--- src/rtl/uart_rx_byte_assembler.sv ---
// UART RX byte assembler: collects 8 LSB-first data bits from the bit detector,
// validates the frame on the stop strobe and buffers good bytes in a small FIFO
// with a valid/ready host port and sticky framing/overrun flags.
module uart_rx_byte_assembler #(
  parameter int unsigned  DEPTH = 4,
  localparam int unsigned CW    = $clog2(DEPTH) + 1
) (
  input  logic          clk,
  input  logic          rst_n,
  input  logic          active_rx,
  input  logic          bit_ready,
  input  logic          rx_bit,
  input  logic          framing_err,
  input  logic          done,
  output logic [7:0]    data_out,
  output logic          data_out_valid,
  input  logic          data_out_ready,
  output logic [CW-1:0] fifo_count,
  output logic          framing_err_flag,
  output logic          overrun_flag,
  input  logic          err_clear
);

  localparam int unsigned PW = $clog2(DEPTH);

  localparam logic [1:0] S_IDLE    = 2'd0;
  localparam logic [1:0] S_COLLECT = 2'd1;
  localparam logic [1:0] S_STOP    = 2'd2;

  logic [1:0]    state_q, state_d;
  logic [7:0]    sr_q, sr_d;
  logic [3:0]    cnt_q, cnt_d;
  logic          bad_q, bad_d;
  logic [7:0]    mem_q [DEPTH];
  logic [7:0]    mem_d [DEPTH];
  logic [PW-1:0] wr_ptr_q, wr_ptr_d;
  logic [PW-1:0] rd_ptr_q, rd_ptr_d;
  logic [CW-1:0] count_q, count_d;
  logic          valid_q, valid_d;
  logic          fe_q, fe_d;
  logic          ov_q, ov_d;

  logic          commit_c;
  logic          frame_err_c;
  logic          pop_c;
  logic          full_c;
  logic          push_c;
  logic          overrun_c;

  // Frame FSM: shift data bits, then judge the frame when the stop strobe arrives.
  always_comb begin
    state_d     = state_q;
    sr_d        = sr_q;
    cnt_d       = cnt_q;
    bad_d       = bad_q;
    commit_c    = 1'b0;
    frame_err_c = 1'b0;
    case (state_q)
      S_IDLE: begin
        if (active_rx) begin
          state_d = S_COLLECT;
          cnt_d   = 4'd0;
          bad_d   = 1'b0;
          // A bit arriving on the same cycle as active_rx rises belongs to this frame.
          if (bit_ready) begin
            sr_d  = {rx_bit, sr_q[7:1]};
            cnt_d = 4'd1;
          end
        end
      end
      S_COLLECT: begin
        if (done || !active_rx) begin
          // Short frame or aborted frame: drop the partial byte.
          frame_err_c = 1'b1;
          state_d     = S_IDLE;
        end else if (bit_ready) begin
          sr_d  = {rx_bit, sr_q[7:1]};
          cnt_d = cnt_q + 4'd1;
          if (cnt_q == 4'd7) begin
            state_d = S_STOP;
          end
        end
      end
      S_STOP: begin
        if (done) begin
          if (framing_err || bad_q || bit_ready) begin
            frame_err_c = 1'b1;
          end else begin
            commit_c = 1'b1;
          end
          state_d = S_IDLE;
        end else if (!active_rx) begin
          frame_err_c = 1'b1;
          state_d     = S_IDLE;
        end else if (bit_ready) begin
          // A ninth data bit means the detector lost framing.
          bad_d = 1'b1;
        end
      end
      default: begin
        state_d = S_IDLE;
      end
    endcase
  end

  // FIFO bookkeeping: a commit into a full FIFO only lands if the head leaves the same cycle.
  always_comb begin
    pop_c     = valid_q && data_out_ready;
    full_c    = (count_q == CW'(DEPTH));
    push_c    = commit_c && (!full_c || pop_c);
    overrun_c = commit_c && full_c && !pop_c;
    mem_d     = mem_q;
    wr_ptr_d  = wr_ptr_q;
    rd_ptr_d  = rd_ptr_q;
    if (push_c) begin
      mem_d[wr_ptr_q] = sr_q;
      wr_ptr_d        = wr_ptr_q + PW'(1);
    end
    if (pop_c) begin
      rd_ptr_d = rd_ptr_q + PW'(1);
    end
    count_d = count_q + CW'(push_c) - CW'(pop_c);
    valid_d = (count_d != '0);
  end

  // Sticky error flags: a new event in the same cycle as err_clear leaves the flag set.
  always_comb begin
    fe_d = (fe_q & ~err_clear) | frame_err_c;
    ov_d = (ov_q & ~err_clear) | overrun_c;
  end

  // Control and status registers with synchronous active-low reset.
  always_ff @(posedge clk) begin
    if (!rst_n) begin
      state_q  <= S_IDLE;
      sr_q     <= '0;
      cnt_q    <= '0;
      bad_q    <= 1'b0;
      wr_ptr_q <= '0;
      rd_ptr_q <= '0;
      count_q  <= '0;
      valid_q  <= 1'b0;
      fe_q     <= 1'b0;
      ov_q     <= 1'b0;
    end else begin
      state_q  <= state_d;
      sr_q     <= sr_d;
      cnt_q    <= cnt_d;
      bad_q    <= bad_d;
      wr_ptr_q <= wr_ptr_d;
      rd_ptr_q <= rd_ptr_d;
      count_q  <= count_d;
      valid_q  <= valid_d;
      fe_q     <= fe_d;
      ov_q     <= ov_d;
    end
  end

  // FIFO storage; contents are meaningless while empty so no reset is needed.
  always_ff @(posedge clk) begin
    mem_q <= mem_d;
  end

  assign data_out         = mem_q[rd_ptr_q];
  assign data_out_valid   = valid_q;
  assign fifo_count       = count_q;
  assign framing_err_flag = fe_q;
  assign overrun_flag     = ov_q;

endmodule

--- config.mk ---
export PLATFORM = sky130hd
export DESIGN_NAME = uart_rx_byte_assembler
export DESIGN_NICKNAME = d
export VERILOG_FILES = /design/src/rtl/uart_rx_byte_assembler.sv
export SDC_FILE = /design/constraint.sdc
export NUM_CORES = 1
export LEC_CHECK = 0
export ABC_AREA = 1
export CORE_ASPECT_RATIO = 2
export CORE_MARGIN = 10
export CORE_UTILIZATION = 30
export CTS_BUF_LIST = sky130_fd_sc_hd__clkbuf_4 sky130_fd_sc_hd__clkbuf_8
export CTS_CLUSTER_SIZE = 14
export DETAILED_ROUTE_END_ITERATION = 7
export REMOVE_ABC_BUFFERS = 1
export SYNTH_ARGS = -nofsm -noshare
export SYNTH_HDL_FRONTEND = slang
export SYNTH_SLANG_ARGS = --single-unit
--- constraint.sdc ---
create_clock -name clk -period 3.5 [get_ports clk]
set_clock_uncertainty 0.1 [all_clocks]
set_input_delay 1.05 -clock clk [delete_from_list [all_inputs] [get_ports clk]]
set_output_delay 1.05 -clock clk [all_outputs]
set_load 0.05 [all_outputs]
==> results of run 1 <==
==> worst register-to-register path, delay by kind of cell (launching register included) <==
kind	cells	cell delay [ns]
fa+ha+maj	4	1.14
simple gates	3	0.65
flops	1	0.32
compound gates	1	0.15
buf+inv	4	0.22
==> synthesized netlist by cell type <==
cell type / n
xnor2_1: 1
xor2_1: 1
fa_1: 1
a21oi_2: 1
inv_2: 4
o21ai_4: 1
ha_1: 10
inv_1: 31
clkbuf_1: 1
nand4_1: 3
nand3_1: 13
nand2_1: 49
buf_2: 4
o21ai_0: 21
dfxtp_1: 25
nor2_1: 36
edfxtp_1: 32
or2_2: 1
nor2_2: 2
nand2_4: 1
o21ai_1: 1
a21oi_1: 19
o22ai_1: 8
==> where the power goes <==
part	internal, mW	switching, mW	leakage [nW]	total [mW]
Sequential	0.736	0.0282	0.476	0.765
Combinational	0.168	0.322	0.635	0.490
Clock	0.477	0.253	0.117	0.730
Total	1.38	0.603	1.23	1.98
==> metal layers <==
layer	part of all wire, %	vias up	routed length, µm
met2	58	35	2990
met1	33	863	1710
li1	-	970	-
met5	0	-	0
met3	4.0	20	207
met4	4.8	0	248
==> flip-flops by register name (all words and copies together), names as in the netlist <==
signal and cells:
mem_q 32, sr_q 8, cnt_q 4, fifo_count 3, rd_ptr_q 2, state_q 2
wr_ptr_q 2, bad_q 1, data_out_valid 1, framing_err_flag 1, overrun_flag 1
==> area by class of cell <==
type                    count  area, µm²  share of cell area [%]
clock buffers              10        131                    4.18
clock inverters             6        106                    3.39
inverters                  35        131                    4.18
multi-input cells         169        876                    27.9
flip-flops and latches     57       1460                    46.5
well taps                  98        123                    3.90
repair buffers             36        313                    9.96
==> worst max-delay path by stage <==
stage | to | slack, ns | cells after the start
floorplan | data_out_valid | 0.32 | 11
global placement | data_out_valid | -0.17 | 12
detailed placement | data_out_valid | -0.21 | 12
CTS | data_out[0] | 0.12 | 4
global route | data_out_valid | 0.03 | 12
finish | data_out_valid | 0.16 | 12
==> metrics by stage <==
| stage | utilization (%) | power [mW] | setup slack (ns) |
|---|---|---|---|
| floorplan | - | 1.11 | 0.325 |
| global placement | 35.5 | 1.27 | -0.171 |
| detailed placement | 35.5 | 1.28 | -0.206 |
| CTS | 38.4 | 2.01 | 0.124 |
| global route | 38.4 | 2.09 | 0.0271 |
| finish | 38.4 | 1.98 | 0.164 |
==> logic make-up after synthesis <==
kind of cell / Yosys count / synth area share [%]
DFF: 57 / 58.6
xor gates and xnor gates: 2 / 0.703
and+or+nand+nor: 105 / 17.4
AOI/OAI and AO/OA: 51 / 11.2
buffers and inverters: 40 / 6.22
adders and majority gates: 11 / 5.82
==> flow_metrics.tcl, run 1 <==
set metrics [dict create \
    gr-usage-all-layers_pct 8.64 \
    worst_skew_pair.late_latency_ns 0.33 \
    ff2ff_path_depth 12 \
    layout_common_cells "49 x nand2_1, 36 x nor2_1, 32 x edfxtp_1, 31 x inv_1, 25 x dfxtp_1" \
    clockBufferDepth 2 \
    grt_pass1_vias 1938 \
    synth_seq_area_share_pct 58.6 \
    netlist_top_cells_area "edfxtp_1 39%, dfxtp_1 20%, nand2_1 7.4%" \
    cts_buffers 9 \
    h-tree-depth 3 \
    max_slew_margin_pct 66.3 \
    syn_to_final_growth_pct 26.1 \
    worstSetupStartpoint "bit_ready" \
    wl_per_cell_um 12.6 \
    worstSetupStartpointType "primary input" \
    rsz0062_at_grt "no" \
    finalInstanceArea_um2 3140 \
    die_area_um2 12600 \
    fmax_mhz 300 \
    period_share_pct 95.3 \
    hold_buffers 0 \
    routabilityCongestion 0.779 \
    io_pins 23 \
    antenna_found_initial 0 \
    worstPathMaxFanout 2 \
    avgViaCountPerCell 4.59 \
    synth.avg_cell_area_um2 9.37 \
    n_fill_cell 815 \
    portBuffers 22 \
    rr_endpoint "data_out_valid" \
    final_common_cell "nand2_1" \
    p_leak_nw 1.23 \
    setup_tns_ns 0 \
    drc 0 \
    synth-warning-count 0 \
    stdcell_count 411 \
    drt_first_pass_iters 4 \
    cp_top_family "adder cells" \
    hold_viol 0 \
    r2r_start "state_q[0]" \
    vdd_drop_max_uv 270 \
    cellPowerDensity_nw_per_um2 631 \
    grt_use_met3_pct 2.52 \
    grt.met2_usage_pct 17.1 \
    cts.sinks 57 \
    core_um2 8170 \
    netlist_instances 266 \
    rrSetupSlack_ns 0.81 \
    row_count 47 \
    synth_top_area_share_pct 38.6 \
    dp_hpwl_um 4050 \
    whs_ns 0.371 \
    hold_start "framing_err_flag" \
    synth_seq_cells 57 \
    worst_pin_slew_ns 0.504 \
    die_y_um 149 \
    drt_iter0_markers 93 \
    critPathMaxStageDelay_ns 0.48 \
    use_met1_pct 6.31 \
    synth_cell_type_count 23 \
    setup_violations 0 \
    end_kind "flip-flop" \
    path_buf_inv 5 \
    grt.busiest_layer "met2" \
    drive_gt1_share_pct 14.1 \
    cts_setup_buffers 0 \
    hold_class "reg -> reg" \
    min_to "framing_err_flag" \
    status "completed" \
    path_cells "clkdlybuf4s50_1 > inv_2 > nand4_1 > nor2_2 > inv_2 > ha_1 > inv_1 > ha_1 > fa_1 > or2_2 > o21ai_0 > inv_1" \
    yosysTopAreaCell "edfxtp_1" \
    cap_violations 0 \
    cp_data_arrival_time_ns 3.46 \
    syn-cell-area_um2 2490 \
    grt_pass1_wl_um 8620 \
    start_util_pct 30.5 \
    cts-resized-gates 0 \
    slowest_stage "clkdlybuf4s50_1" \
    cts_tree "yes" \
    drv_slew 0 \
    detail-route-antenna-nets 0 \
    dpl_cell_area_um2 2900 \
    grt_max_degree 18 \
    wirelength_um 5160 \
    path_class "in -> reg" \
    fin_crit_ns 3.34 \
    grt-ovfl-total 0 \
    whs_path_depth 2 \
    clk_pin_slew_ns 0.06 \
    die_x_um 84.5 \
    insertedDiodeCount 0 \
    vias 1888 \
    fin_nets 328 \
    dp.cells 395 \
    required_ns 3.63 \
    root_buffer "clkbuf_8" \
]
(Power assumes the default switching activity.)
==> run 2, diff against run 1 <==
--- a/config.mk
+++ b/config.mk
@@ -6,12 +6,14 @@
 export NUM_CORES = 1
 export LEC_CHECK = 0
 export ABC_AREA = 1
+export CAP_MARGIN = 5
 export CORE_ASPECT_RATIO = 2
 export CORE_MARGIN = 10
 export CORE_UTILIZATION = 30
 export CTS_BUF_LIST = sky130_fd_sc_hd__clkbuf_4 sky130_fd_sc_hd__clkbuf_8
 export CTS_CLUSTER_SIZE = 14
 export DETAILED_ROUTE_END_ITERATION = 7
+export HOLD_SLACK_MARGIN = 0.1
 export REMOVE_ABC_BUFFERS = 1
 export SYNTH_ARGS = -nofsm -noshare
 export SYNTH_HDL_FRONTEND = slang
==> results of run 2 <==
The final DEF is identical to that of run 1; final timing and power are the same.
==> run 3, diff against run 2 <==
--- a/config.mk
+++ b/config.mk
@@ -9,7 +9,7 @@
 export CAP_MARGIN = 5
 export CORE_ASPECT_RATIO = 2
 export CORE_MARGIN = 10
-export CORE_UTILIZATION = 30
+export CORE_UTILIZATION = 35
 export CTS_BUF_LIST = sky130_fd_sc_hd__clkbuf_4 sky130_fd_sc_hd__clkbuf_8
 export CTS_CLUSTER_SIZE = 14
 export DETAILED_ROUTE_END_ITERATION = 7
==> run 3 against run 2 <==
Compared with the run above: first-iteration DRC count down 33%; worst setup slack better by 0.042 ns; sequential power about the same; largest cell class unchanged.
==> flow_metrics.tcl, run 3 (synthesis gave the netlist of run 1 again) <==
set metrics [dict create \
    syn_to_final_growth_pct 23.5 \
    hold_buffers 0 \
    cp.depth 11 \
    drt_first_pass_iters 4 \
    worst_pin_slew_ns 0.509 \
    whs_ns 0.366 \
    finalInstanceArea_um2 3080 \
    setup_violations 0 \
    worstPathMaxFanout 4 \
    grt_max_degree 18 \
    path_cells "clkdlybuf4s50_1 > nand4_1 > nor2_2 > inv_2 > ha_1 > inv_1 > ha_1 > fa_1 > or2_2 > o21ai_0 > inv_1" \
    worstSetupStartpointType "primary input" \
    cts_setup_buffers 0 \
    setup_tns_ns 0 \
    core_um2 6940 \
    max_slew_margin_pct 66.0 \
    ff2ff_path_depth 12 \
    hold_class "reg -> reg" \
    h-tree-depth 3 \
    drive_gt1_share_pct 12.9 \
    io_pins 23 \
    rsz0062_at_grt "no" \
    drv_slew 0 \
    max_flop_register "mem_q" \
    die_y_um 139 \
    row_count 43 \
    die_area_um2 11100 \
    vias 1875 \
    drc 0 \
    cts-resized-gates 0 \
    reg_top3 "mem_q (32), sr_q (8), cnt_q (4)" \
    status "completed" \
    gr-usage-all-layers_pct 9.82 \
    worst_skew_pair.late_latency_ns 0.34 \
    drt_iter0_markers 62 \
    whs_path_depth 2 \
    insertedDiodeCount 0 \
    clk_pin_slew_ns 0.06 \
    cap_violations 0 \
    portBuffers 22 \
    fin_nets 324 \
    p_leak_nw 1.22 \
    end_kind "flip-flop" \
    wl_per_cell_um 12.5 \
    required_ns 3.63 \
    vdd_drop_max_uv 437 \
    fmax_mhz 304 \
    cellPowerDensity_nw_per_um2 608 \
    cp_data_arrival_time_ns 3.42 \
    avgViaCountPerCell 4.70 \
    start_util_pct 35.9 \
    cp_top_family "adder cells" \
    cts.sinks 57 \
    wirelength_um 5000 \
    grt-ovfl-total 0 \
    antenna_found_initial 0 \
    detail-route-antenna-nets 0 \
    fin_crit_ns 3.29 \
    dp.cells 383 \
    root_buffer "clkbuf_8" \
    cts_tree "yes" \
    critPathMaxStageDelay_ns 0.52 \
    layout_common_cells "49 x nand2_1, 36 x nor2_1, 32 x edfxtp_1, 31 x inv_1, 25 x dfxtp_1" \
    slowest_stage "clkdlybuf4s50_1" \
    largest_reg_flops 32 \
    routabilityCongestion 0.792 \
    stdcell_count 399 \
    grt_pass1_wl_um 8520 \
    dp_hpwl_um 3810 \
    path_class "in -> reg" \
    hold_viol 0 \
    grt_pass1_vias 1911 \
    final_common_cell "nand2_1" \
    die_x_um 79.7 \
    clockBufferDepth 2 \
    p_total_mw 1.87 \
    period_share_pct 94.1 \
    path_buf_inv 4 \
    cts_buffers 9 \
    dpl_cell_area_um2 2870 \
]
run 3: cell types whose count changed in the layout (fill, tap and decap cells not counted):
cell,before,now
clkinv_2,1,2
dlymetal6s2s_1,0,2
clkdlybuf4s50_1,17,16
clkbuf_4,1,2
clkbuf_8,9,11
buf_4,19,14
clkinv_1,1,0
bufinv_16,3,1
clkinvlp_4,1,0
run 3: cell type report:
type                       count  area, µm²
sequential                    57       1460
tap                           90        113
clock buffer                  13        166
timing repair buffer          32        290
fill                         659       3860
clock inverter                 3       40.0
multi-input combinational    169        876
inverter                      35        131
run 3: final timing paths:
path,from,to,slack (ns)
worst min-delay path,overrun_flag,overrun_flag,0.37
worst min register to register,overrun_flag,overrun_flag,0.37
worst max register to register,state_q[0],data_out_valid,0.82
worst max-delay path,done,data_out_valid,0.21
run 3: per-layer routing:
metal	track usage (%)	vias to the layer above	routed length (µm)
li1	-	958	-
met1	8.25	875	1790
met2	18.3	32	2860
met3	3.23	10	228
met4	6.55	0	118
met5	0	-	0
run 3: stage by stage:
step                util, %  setup WS (ns)
floorplan                 -          0.325
global placement       41.3         -0.110
detailed placement     41.3         -0.169
CTS                    44.3          0.133
global route           44.3         0.0114
finish                 44.3          0.206
run 3: power by group:
part / internal, mW / total, mW / leakage [nW] / switching (mW)
Combinational: 0.159 / 0.480 / 0.632 / 0.321
Clock: 0.381 / 0.628 / 0.110 / 0.248
Sequential: 0.736 / 0.765 / 0.476 / 0.0281
Total: 1.28 / 1.87 / 1.22 / 0.597
run 3: worst reg2reg max path, cell delays in order (launching register included):
cell	delay (ns)
dfxtp_1	0.33
inv_1	0.08
ha_1	0.22
nand4_1	0.16
nor2_2	0.17
inv_2	0.05
ha_1	0.26
inv_1	0.04
ha_1	0.19
fa_1	0.47
or2_2	0.30
o21ai_0	0.16
inv_1	0.06
